--- config.mk ---
export PLATFORM = sky130hd
export DESIGN_NAME = keypad_entry
export DESIGN_NICKNAME = d
export VERILOG_FILES = /design/src/rtl/keypad_entry.sv
export SDC_FILE = /design/constraint.sdc
export NUM_CORES = 1
export LEC_CHECK = 0
export ABC_AREA = 0
export CORE_MARGIN = 5
export CORE_UTILIZATION = 35
export CTS_CLUSTER_DIAMETER = 200
export DETAILED_ROUTE_END_ITERATION = 7
export GPL_ROUTABILITY_DRIVEN = 0
export SLEW_MARGIN = 20
export SYNTH_ARGS = -nofsm -noshare
export SYNTH_HDL_FRONTEND = slang
export SYNTH_SLANG_ARGS = --single-unit
--- constraint.sdc ---
create_clock -name clk -period 6.6 [get_ports clk]
set_input_delay 0.66 -clock clk [delete_from_list [all_inputs] [get_ports clk]]
set_output_delay 0.66 -clock clk [all_outputs]
set_load 0.01 [all_outputs]
--- src/rtl/keypad_entry.sv ---
// keypad_entry: scans a 4x4 active-low matrix keypad, debounces whole sweeps
// and reports each accepted press once, while maintaining an 8-digit entry
// buffer (high digit first, 4'hF = blank) suitable for the 7-segment scanner.
//
// Ports:
//   clk        system clock
//   rst        synchronous active-high reset
//   row[3:0]   keypad rows, active-low, asynchronous to clk
//   col[3:0]   column drive, active-low, exactly one bit low
//   data[31:0] entry buffer, data[31:28] is the leftmost digit
//   key_valid  one-cycle pulse per accepted press
//   key_code   code of the last accepted key
//   digit_cnt  number of entered digits, 0..8
//
// state | meaning
// ------+--------------------------------------------------------------
// IDLE  | no key held; counting identical SINGLE sweeps toward accept
// HELD  | key accepted; counting NONE sweeps toward release
module keypad_entry #(
  parameter int SCAN_DIV = 1000,
  parameter int DEBOUNCE = 4
) (
  input  logic        clk,
  input  logic        rst,
  input  logic [3:0]  row,
  output logic [3:0]  col,
  output logic [31:0] data,
  output logic        key_valid,
  output logic [3:0]  key_code,
  output logic [3:0]  digit_cnt
);

  localparam int DW = $clog2(SCAN_DIV);
  localparam int CW = $clog2(DEBOUNCE + 1);
  localparam logic [DW-1:0] DIV_LAST = DW'(SCAN_DIV - 1);
  localparam logic [CW-1:0] DB_CNT   = CW'(DEBOUNCE);
  localparam logic [CW-1:0] DB_LAST  = CW'(DEBOUNCE - 1);

  typedef enum logic {IDLE, HELD} state_t;

  state_t        state;
  logic [3:0]    row_s1, row_s2;
  logic [DW-1:0] div_cnt;
  logic [1:0]    col_idx;
  logic [15:0]   hits_acc;
  logic [CW-1:0] stab_cnt, rel_cnt;
  logic [3:0]    prev_idx;

  logic          sample, sweep_end;
  logic [15:0]   col_hits, sweep_hits;
  logic [4:0]    hit_cnt;
  logic [3:0]    hit_idx, hit_code;
  logic          single;
  logic [CW-1:0] stab_next;

  function automatic logic [3:0] code_of(input logic [3:0] idx);
    case (idx)
      4'd0:  code_of = 4'h1;
      4'd1:  code_of = 4'h2;
      4'd2:  code_of = 4'h3;
      4'd3:  code_of = 4'hA;
      4'd4:  code_of = 4'h4;
      4'd5:  code_of = 4'h5;
      4'd6:  code_of = 4'h6;
      4'd7:  code_of = 4'hB;
      4'd8:  code_of = 4'h7;
      4'd9:  code_of = 4'h8;
      4'd10: code_of = 4'h9;
      4'd11: code_of = 4'hC;
      4'd12: code_of = 4'hE;
      4'd13: code_of = 4'h0;
      4'd14: code_of = 4'hF;
      default: code_of = 4'hD;
    endcase
  endfunction

  assign sample    = (div_cnt == DIV_LAST);
  assign sweep_end = sample && (col_idx == 2'd3);

  // Hit bitmap index is {row, column}; the column being sampled now is merged
  // with the columns already captured earlier in the sweep.
  always_comb begin
    col_hits = '0;
    for (int r = 0; r < 4; r++)
      col_hits[{2'(r), col_idx}] = ~row_s2[2'(r)];
    sweep_hits = hits_acc | col_hits;
  end

  always_comb begin
    hit_cnt = '0;
    hit_idx = '0;
    for (int i = 0; i < 16; i++) begin
      if (sweep_hits[4'(i)]) begin
        hit_cnt = hit_cnt + 5'd1;
        hit_idx = 4'(i);
      end
    end
    single   = (hit_cnt == 5'd1);
    hit_code = code_of(hit_idx);
    // A nonzero stab_cnt in IDLE means the previous sweep was SINGLE(prev_idx).
    if (single && (stab_cnt != '0) && (hit_idx == prev_idx))
      stab_next = stab_cnt + 1'b1;
    else
      stab_next = single ? CW'(1) : '0;
  end

  always_ff @(posedge clk) begin
    if (rst) begin
      row_s1    <= 4'hF;
      row_s2    <= 4'hF;
      div_cnt   <= '0;
      col_idx   <= '0;
      col       <= 4'b1110;
      hits_acc  <= '0;
      state     <= IDLE;
      stab_cnt  <= '0;
      rel_cnt   <= '0;
      prev_idx  <= '0;
      key_valid <= 1'b0;
      key_code  <= '0;
      data      <= 32'hFFFF_FFFF;
      digit_cnt <= '0;
    end else begin
      row_s1    <= row;
      row_s2    <= row_s1;
      key_valid <= 1'b0;

      if (sample) begin
        div_cnt  <= '0;
        col_idx  <= col_idx + 2'd1;
        col      <= ~(4'b0001 << (col_idx + 2'd1));
        hits_acc <= sweep_end ? '0 : sweep_hits;
      end else begin
        div_cnt  <= div_cnt + 1'b1;
      end

      if (sweep_end) begin
        prev_idx <= hit_idx;
        case (state)
          IDLE: begin
            if (single && (stab_next == DB_CNT)) begin
              state     <= HELD;
              stab_cnt  <= '0;
              rel_cnt   <= '0;
              key_valid <= 1'b1;
              key_code  <= hit_code;
              if (hit_code <= 4'h9) begin
                if (digit_cnt != 4'd8) begin
                  data      <= {data[27:0], hit_code};
                  digit_cnt <= digit_cnt + 4'd1;
                end
              end else if (hit_code == 4'hA) begin
                if (digit_cnt != 4'd0) begin
                  data      <= {4'hF, data[31:4]};
                  digit_cnt <= digit_cnt - 4'd1;
                end
              end else if (hit_code == 4'hC) begin
                data      <= 32'hFFFF_FFFF;
                digit_cnt <= '0;
              end
            end else begin
              stab_cnt <= stab_next;
            end
          end
          HELD: begin
            // MULTI is not NONE, so it clears the release count too.
            if (hit_cnt == 5'd0) begin
              if (rel_cnt == DB_LAST) begin
                state    <= IDLE;
                rel_cnt  <= '0;
                stab_cnt <= '0;
              end else begin
                rel_cnt  <= rel_cnt + 1'b1;
              end
            end else begin
              rel_cnt <= '0;
            end
          end
          default: state <= IDLE;
        endcase
      end
    end
  end

endmodule
Yosys cells after proc, flatten, opt, wreduce, memory -nomap -nowiden:

Memories as Yosys holds them, arrays and structs flattened.
Cells that the tools add are included.

* bits of input ports: 6
* ROM bits: 64
* output and inout bits: 45
* word-level logic and storage cells: 128
* register bits after elaboration: 88
* memories kept: 1

* add/sub/neg operators: 13
* bitwise operators: 7
* equality and inequality tests: 14
* magnitude comparators: 9
* shift-type cells: 1
* reductions and logical operators: 18
* multiplexer cells: 51

Memories
* (name not given): depth 16, width 4, read ports 1, clocked after Yosys merged registers in 0, write ports 0, line 57 `case (idx)`

Operators with widths (number)
* $mux 32: 5
* $bwmux 16: 3
* $mux 4: 11
* $add 5x1->5 const B: 7
* $mux 5: 7
* $mux 3: 7
* $and 16x4->16: 1
* $mux 16: 1
* $or 16x16->16: 1
* $pmux 3 s2: 2
* $add 10x1->10 const B: 1
* $eq 10x10->1 const B: 1
* $lt 4x5->1 const B: 2
* $mux 1: 10
* $demux 1 s2: 4
* $eq 4x4->1 const B: 2
* $ge 4x1->1 const B: 2
* $logic_and 1x1->1: 8
* $add 3x1->3 const B: 2
* $ne 2x1->1 const B: 3
* $reduce_and 3->1: 2
* $reduce_and 6->1: 1
* $reduce_bool 3->1: 2
* $eq 5x1->1 const B: 1
* other kinds (24): 27

Logic depth before layout (Yosys ltp):

Gate-level depths: netlist (run 1).

* depth after elaboration: 32
* gate-level depth with buffers: 31
* depth with buffers taken out: 29

Worst setup path before layout (run 1):

OpenSTA, ideal clock, no wires.

* kind: register to register
* from: register col_idx[1]
* to: register data[1]
* data arrival time: 5.380 ns
* setup time: 0.120 ns
* clock period less this slack: 5.499 ns
* path slack: 1.101 ns
* stages on the path, launching flop included: 32
* buffers on the path: 2
* data required time: 6.480 ns
* path through: dfxtp_1 > inv_1 > ha_1 > nor2b_1 > nor2_1 > inv_1 > ha_1 > or3_1 > and2_1 > ha_1 > o21a_1 > a31oi_1 > inv_1 > ha_1 > o21ai_0 > nand2_1 > ha_1 > nand2_1 > o221ai_1 > ha_1 > nand2_1 > a21boi_0 > inv_1 > ha_1 > xnor2_1 > a22o_1 > and3_1 > buf_2 > and4_4 > buf_6 > o311a_1 > a211o_1

* word-level cells in the longest chain between the ends: 31
* elaborated cells between the ends (all ways): 58
* classes of those cells: 7 x add/sub; 5 x order compare; 8 x eq/ne; 27 x mux; 2 x bitwise; 8 x reduce/logical; 1 x memory

RTL lines
* start: declaration: line 44 `logic [1:0] col_idx;`
* start signal: assignment: line 130 `col_idx <= col_idx + 2'd1;`
* $lt 2x5->1 (not written as such) / $ge 2x1->1 (equally long branches): line 85 `col_hits[{2'(r), col_idx}] = ~row_s2[2'(r)];`
* $logic_and 1x1->1 (not written as such): line 85
* $mux 1 (not written as such): line 85
* $demux 1 s2: line 85
* $and 16x4->16 (no line)
* $bwmux 16 (3 in series): line 85
* $or 16x16->16: line 86 `sweep_hits = hits_acc | col_hits;`
* $mux 1: line 93 `if (sweep_hits[4'(i)]) begin`
* [12 not listed]
* $add 5x1->5: line 94 `hit_cnt = hit_cnt + 5'd1;`
* $mux 5: line 93
* $eq 5x1->1: line 98 `single = (hit_cnt == 5'd1);`
* $logic_and 1x1->1 (2 in series): line 101 `if (single && (stab_cnt != '0) && (hit_idx == prev_idx))`
* $mux 3: line 101
* $eq 3x3->1: line 141 `if (single && (stab_next == DB_CNT)) begin`
* $logic_and 1x1->1: line 141
* $reduce_and 6->1 (no line)
* end signal: assignment: line 149 `data <= {data[27:0], hit_code};`
* end signal: assignment: line 154 `data <= {4'hF, data[31:4]};`
* end: declaration: line 27 `output logic [31:0] data,`

Several ways; a longest one is shown, not always the timed one. The select of a mux whose other input is x is not followed.
A chain may end at the register's enable or synchronous reset.

Worst setup path in the final report (run 1):

* from: register col_idx[1]
* to: register data[24]

Same word-level chain as after synthesis.

==> results.json, run 1 <==
{
  "fmax_mhz": 167,
  "layout_common_cells": "nor2_1 (82), dfxtp_1 (79), nor3_1 (53), clkdlybuf4s50_1 (47), nand2_1 (30)",
  "regToRegEndpoint": "data[24]",
  "end_kind": "flop",
  "synthTopCellsByArea": "dfxtp_1 (36%), nor2_1 (6.9%), nor3_1 (6.0%)",
  "yosysSeqAreaShare_pct": 35.6,
  "final_antenna_net_count": 0,
  "finalWirelength_um": 11100,
  "drive_above_1_share_pct": 8.81,
  "min_path_type": "reg2reg",
  "skew_ns": 0.0100,
  "drt_iter0_markers": 254,
  "synth_edf_count": 0,
  "syn_to_final_growth_pct": 21.0,
  "async_flop_share_pct": 0,
  "cts_max_path_buffers": 2,
  "grt_pass1_wl_um": 17900,
  "core_mm2": 0.0125,
  "fin_crit_ns": 5.98,
  "placed_cells": 735,
  "synth_cells": 540,
  "clock-root-buffer": "clkbuf_16",
  "htree_levels": 3,
  "worst-setup-path-type": "reg2reg",
  "ys_types": 65,
  "worstMarginPinSlew_ns": 0.702,
  "die_h_um": 123,
  "pwr-share-comb_pct": 3.0,
  "reg2reg_slack_ns": 0.62,
  "final_common_cell": "nor2_1",
  "overflow": 0,
  "yosys.area.top_type": "dfxtp_1",
  "pwr_density_cell_mw_per_mm2": 183,
  "clk_pin_slew_ns": 0.06,
  "drc": 0,
  "synth_seq_cells": 79,
  "r2r_start": "col_idx[1]",
  "yosys_warnings": 0,
  "antenna_found_initial": 0,
  "critPathRequiredTime_ns": 6.83,
  "ff2ff_path_depth": 29,
  "cts_sinks": 79,
  "switching_share_pct": 23.2,
  "crit_arrival_ns": 6.21,
  "p_int_w": 0.000757,
  "ios": 51,
  "pwr-share-seq_pct": 48.9,
  "fp.dieW_um": 123,
  "maxCapViolCount": 0,
  "via_per_inst": 5.26,
  "start_util_pct": 35.5,
  "ir_drop_mv": 0.0870,
  "grt_pass1_vias": 3745,
  "num_vias": 3949,
  "final-max-slew-violation-count": 0,
  "tns_ns": 0,
  "p_sw_w": 0.000229,
  "grt.total_usage_pct": 14.7,
  "ys.flop_type": "dfxtp_1",
  "cts_tree": "done",
  "slowest_stage": "dfxtp_1",
  "num_antenna_cells": 0,
  "grt_max_degree": 66,
  "hp-start": "row_s1[1]",
  "avgSynthCellArea_um2": 8.23,
  "nFillCells": 1257,
  "slew_headroom_pct": 53.2,
  "synth_fp_nets": 563,
  "clock_latency_ns": 0.35,
  "stdcell_count": 751,
  "cts_made_buffers": 9,
  "critPathMaxFanout": 30,
  "slowest_delay_ns": 0.37,
  "outcome": "completed",
  "netlist_area_mm2": 0.00444,
  "hold_depth": 1,
  "holdPathEnd": "row_s2[1]",
  "cp_common_cell": "ha_1",
  "leakage_nw": 2.06,
  "setup_violations": 0,
  "hold_viol_final": 0,
  "dp_hpwl_um": 7330,
  "rsz0062_at_grt": "no",
  "clkPwrFrac_pct": 48.1,
  "firstDrtPassIters": 5,
  "wl_per_cell_um": 14.7,
  "die_area_mm2": 0.0150,
  "synth_top_area_share_pct": 35.6,
  "rows": 41,
  "nets": 598,
  "fin_crit_sh_pct": 90.7,
  "crit_path_start_kind": "flop",
  "port_buffers": 48
}
==> kinds of logic (layout without fill, tap and decap cells) <==
kind of cell	Yosys count	count (layout)	share of synthesized area (%)
xor+xnor	24	24	5.66
fa+ha+maj	17	17	4.79
flops	79	79	35.6
simple gates	236	236	26.8
buf+inv	50	89	4.84
mux	7	7	1.61
compound gates	127	127	20.7
==> synth_stat cells (3+ instances only) <==
cell	n
nand2_1	30
nor3_1	53
o211ai_1	3
xnor2_1	15
ha_1	17
o21ai_0	29
nand3_1	9
nor2_1	82
inv_1	19
nand2b_1	5
and2_1	6
dfxtp_1	79
o31ai_1	3
a211o_1	29
nand4_1	3
or2_2	10
buf_2	7
xor2_1	6
o21a_1	6
a21o_1	4
nor4_2	3
or3_1	7
clkbuf_1	21
o21bai_1	4
nor2b_1	11
o221ai_1	4
a21oi_1	17
mux2i_1	6
xnor3_1	3
a211oi_1	4
==> metrics by stage <==
step	area (µm²)	hold slack [ns]	utilization (%)	setup slack [ns]	power [W]
global placement	5060	0.398	40.4	0.585	0.000522
CTS	5340	0.409	42.7	0.445	0.000999
floorplan	4440	0.389	-	1.10	0.000515
finish	5380	0.407	43.0	0.615	0.000986
global route	5380	0.416	43.0	0.0594	0.00102
detailed placement	5060	0.395	40.4	0.498	0.000522
==> flip-flops by register name, summed over array words and instances (netlist names) <==
| signal | cells |
|---|---|
| row_s1 | 2 |
| div_cnt | 10 |
| rel_cnt | 3 |
| key_code | 4 |
| prev_idx | 3 |
| digit_cnt | 4 |
| row_s2 | 2 |
| col_idx | 2 |
| state | 1 |
| data | 32 |
| stab_cnt | 3 |
| col | 4 |
| hits_acc | 8 |
| key_valid | 1 |
==> layer usage <==
layer | wire length [µm] | up-vias | GRT usage, %
met4 | 226 | 0 | 6.86
met5 | 0 | - | 0
met1 | 5130 | 1863 | 19.4
met2 | 5280 | 68 | 23.6
li1 | - | 2003 | -
met3 | 422 | 15 | 2.35
==> power groups by stage <==
stage / Sequential [W] / Combinational [W] / Clock, W
6_report: 0.000482 / 0.0000296 / 0.000475
5_1_grt: 0.000482 / 0.0000328 / 0.000507
4_1_cts: 0.000482 / 0.0000298 / 0.000487
3_5_place_dp: 0.000493 / 0.0000294 / 0
3_3_place_gp: 0.000492 / 0.0000293 / 0
2_1_floorplan: 0.000492 / 0.0000231 / 0
==> how the worst max path moves through the flow <==
stage          startpoint           end  slack [ns]  cells past startpoint
4_1_cts        col_idx[1]      data[12]        0.44                     30
5_1_grt        col_idx[1]  digit_cnt[1]        0.06                     30
2_1_floorplan  col_idx[1]       data[1]        1.10                     31
3_5_place_dp   col_idx[1]      data[12]        0.50                     30
6_report       col_idx[1]      data[24]        0.62                     29
3_3_place_gp   col_idx[1]       data[2]        0.59                     29
==> worst max-delay path: cells and delay by family (launching register included) <==
kind            cells  cell delay (ns)
buf+inv             5             0.56
simple gates        9             1.53
fa+ha+maj           7             1.88
flops               1             0.37
compound gates      7             1.33
xor+xnor            1             0.17
==> final cells by class <==
cell class / instances / area [µm²] / share of cell area (%)
multi-input cells: 411 / 2670 / 49.6
flip-flops and latches: 79 / 1580 / 29.4
repair buffers: 55 / 558 / 10.4
clock buffers: 10 / 239 / 4.44
well taps: 172 / 215 / 4.00
inverters: 19 / 71.3 / 1.33
clock inverters: 5 / 42.5 / 0.791
==> what timing repair did <==
item                                    4_1_cts  5_1_grt
setup buffers                                 0        0
resized for setup                             0        3
hold buffers                                  0        0
endpoints found under the setup margin        0       32
endpoints found under the hold margin         0        0
No activity file was read; power rests on OpenSTA's default activity.
==> run 2, diff against run 1 <==
--- a/config.mk
+++ b/config.mk
@@ -5,7 +5,7 @@
 export SDC_FILE = /design/constraint.sdc
 export NUM_CORES = 1
 export LEC_CHECK = 0
-export ABC_AREA = 0
+export ABC_AREA = 1
 export CORE_MARGIN = 5
 export CORE_UTILIZATION = 35
 export CTS_CLUSTER_DIAMETER = 200
==> run 2 against run 1 <==
Via count increased by 6.8%; sequential cell count stayed put; sequential share of layout area down 0.42 points.
==> results.json, run 2 <==
{
  "clock-root-buffer": "clkbuf_16",
  "regMostFlops": "data",
  "rsz0062_at_grt": "no",
  "worstMarginPinSlew_ns": 0.916,
  "fp.dieW_um": 123,
  "hp-start": "row_s1[0]",
  "synth_top_area_share_pct": 35.3,
  "clock_latency_ns": 0.33,
  "ir_drop_mv": 0.138,
  "grt.met2_usage_pct": 24.5,
  "core_mm2": 0.0126,
  "switching_share_pct": 19.9,
  "netlist_area_mm2": 0.00447,
  "synthTopCellsByArea": "dfxtp_1 (35%), nand2_1 (13%), nand3_1 (8.7%)",
  "nets": 716,
  "synth_edf_count": 0,
  "yosys.area.top_type": "dfxtp_1",
  "final_util_pct": 43.4,
  "r2r_start": "col_idx[0]",
  "async_flop_share_pct": 0,
  "placed_cells": 854,
  "synth_cells": 650,
  "hold_viol_final": 0,
  "holdPathEnd": "row_s2[0]",
  "yosys-top-cells-count": "nand2_1 (157), inv_1 (86), dfxtp_1 (79), nand3_1 (78), nor2_1 (54)",
  "avgSynthCellArea_um2": 6.88,
  "final_antenna_net_count": 0,
  "stdcell_count": 870,
  "htree_levels": 3,
  "finalWirelength_um": 10900,
  "synth_fp_nets": 673,
  "grt_max_degree": 54,
  "crit_arrival_ns": 6.21,
  "fmax_mhz": 168,
  "critPathRequiredTime_ns": 6.86,
  "worst-setup-path-type": "reg2reg",
  "overflow": 0,
  "clk_pin_slew_ns": 0.06,
  "num_antenna_cells": 0,
  "yosys_warnings": 0,
  "worst_slack_ns": 0.644,
  "wl_per_cell_um": 12.5,
  "cts_made_buffers": 9,
  "rows": 41,
  "skew_ns": 0.00637,
  "grt.total_usage_pct": 15.1,
  "yosysSeqAreaShare_pct": 35.3,
  "via_per_inst": 4.85,
  "cts_resized": 0,
  "hold_depth": 1,
  "pwr-share-seq_pct": 44.2,
  "cp_common_cell": "nand2_1",
  "ctsHoldBuffers": 0,
  "synth_seq_cells": 79,
  "top_regs": "data: 32 flops, div_cnt: 10 flops, hits_acc: 8 flops",
  "pwr-share-comb_pct": 3.1,
  "fin_crit_sh_pct": 90.2,
  "antenna_found_initial": 0,
  "pre_cts_ws_ns": 0.623,
  "cts_tree": "done",
  "pwr_density_cell_mw_per_mm2": 199,
  "dp_hpwl_um": 7840,
  "leakage_nw": 2.49,
  "ys_types": 37,
  "num_vias": 4218,
  "ys.flop_type": "dfxtp_1",
  "top_usage_layer": "met2",
  "die_h_um": 123,
  "grt_pass1_vias": 4036,
  "start_util_pct": 35.6,
  "grtUsageMet3_pct": 3.98,
  "ff2ff_path_depth": 36,
  "setup_violations": 0,
  "final_common_cell": "nand2_1",
  "final-max-slew-violation-count": 0,
  "drc": 0,
  "tns_ns": 0,
  "slowest_stage": "nor2_4",
  "post_cts_buffers": 0,
  "min_path_type": "reg2reg",
  "slowest_delay_ns": 0.49,
  "p_sw_w": 0.000216,
  "firstDrtPassIters": 5,
  "reg2reg_slack_ns": 0.64,
  "syn_to_final_growth_pct": 21.9,
  "fin_crit_ns": 5.96,
  "regToRegEndpoint": "data[19]",
  "cts_max_path_buffers": 2,
  "outcome": "completed",
  "nFillCells": 1246,
  "slew_headroom_pct": 38.9,
  "end_kind": "flop",
  "die_area_mm2": 0.0151,
  "crit_path_start_kind": "flop",
  "ios": 51,
  "port_buffers": 48,
  "cts_sinks": 79,
  "drive_above_1_share_pct": 9.60,
  "grt_pass1_wl_um": 19000,
  "p_int_w": 0.000871,
  "maxCapViolCount": 0,
  "yosysMostFrequentCell": "nand2_1",
  "gr-usage-met1_pct": 20.0,
  "clkPwrFrac_pct": 52.6,
  "drt_iter0_markers": 298,
  "largest_register_ffs": 32,
  "layout_common_cells": "nand2_1 (157), inv_1 (86), dfxtp_1 (79), nand3_1 (78), nor2_1 (53)",
  "critPathMaxFanout": 26
}
run 2: cell families after synthesis:
| family | Yosys count | share of synthesized area [%] |
|---|---|---|
| flip-flops | 79 | 35.3 |
| AND/OR/NAND/NOR | 350 | 36.3 |
| XOR/XNOR | 8 | 1.57 |
| AO/OA/AOI/OAI | 81 | 12.0 |
| buffers and inverters | 115 | 10.1 |
| adder cells (fa/ha/maj) | 17 | 4.75 |
run 2: worst max path at each step:
| stage | slack [ns] | cells after the start | endpoint | startpoint |
|---|---|---|---|---|
| finish | 0.64 | 36 | data[19] | col_idx[0] |
| detailed placement | 0.62 | 33 | data[4] | col_idx[0] |
| global route | 0.0005 | 36 | data[27] | col_idx[0] |
| CTS | 0.57 | 33 | data[19] | col_idx[0] |
| floorplan | 1.57 | 33 | data[11] | col_idx[0] |
| global placement | 0.71 | 33 | data[3] | col_idx[0] |
run 2: power groups by stage:
stage	combinational (W)	sequential, W	clock (W)
global placement	0.0000334	0.000491	0
floorplan	0.0000265	0.000491	0
global route	0.0000393	0.000481	0.000607
finish	0.0000341	0.000481	0.000573
detailed placement	0.0000345	0.000492	0
CTS	0.0000345	0.000481	0.000583
run 2: layout make-up:
class	count	area [µm²]	share of cell area (%)
multi-input combinational	456	2440	44.8
sequential	79	1580	29.0
timing repair buffer	52	510	9.36
inverter	95	357	6.54
clock buffer	11	243	4.45
tap	172	215	3.95
clock inverter	5	104	1.90
run 2: critical path, delay by kind of cell (launching register included):
family / cells / cell delay, ns
buf+inv: 7 / 0.47
fa+ha+maj: 7 / 1.91
flops: 1 / 0.36
simple gates: 21 / 2.85
compound gates: 1 / 0.27
run 2: stage by stage:
stage                     power [W]  area [µm²]  hold WS [ns]
final                       0.00109        5450         0.409
after global routing        0.00113        5450         0.423
after CTS                   0.00110        5450         0.408
after detailed placement   0.000526        5110         0.393
after global placement     0.000525        5110         0.400
after floorplan            0.000518        4470         0.389
run 2: routing by layer:
layer	up-vias	wire, µm
li1	2187	-
met1	1936	5230
met2	80	4940
met3	15	579
met4	0	132
met5	-	0
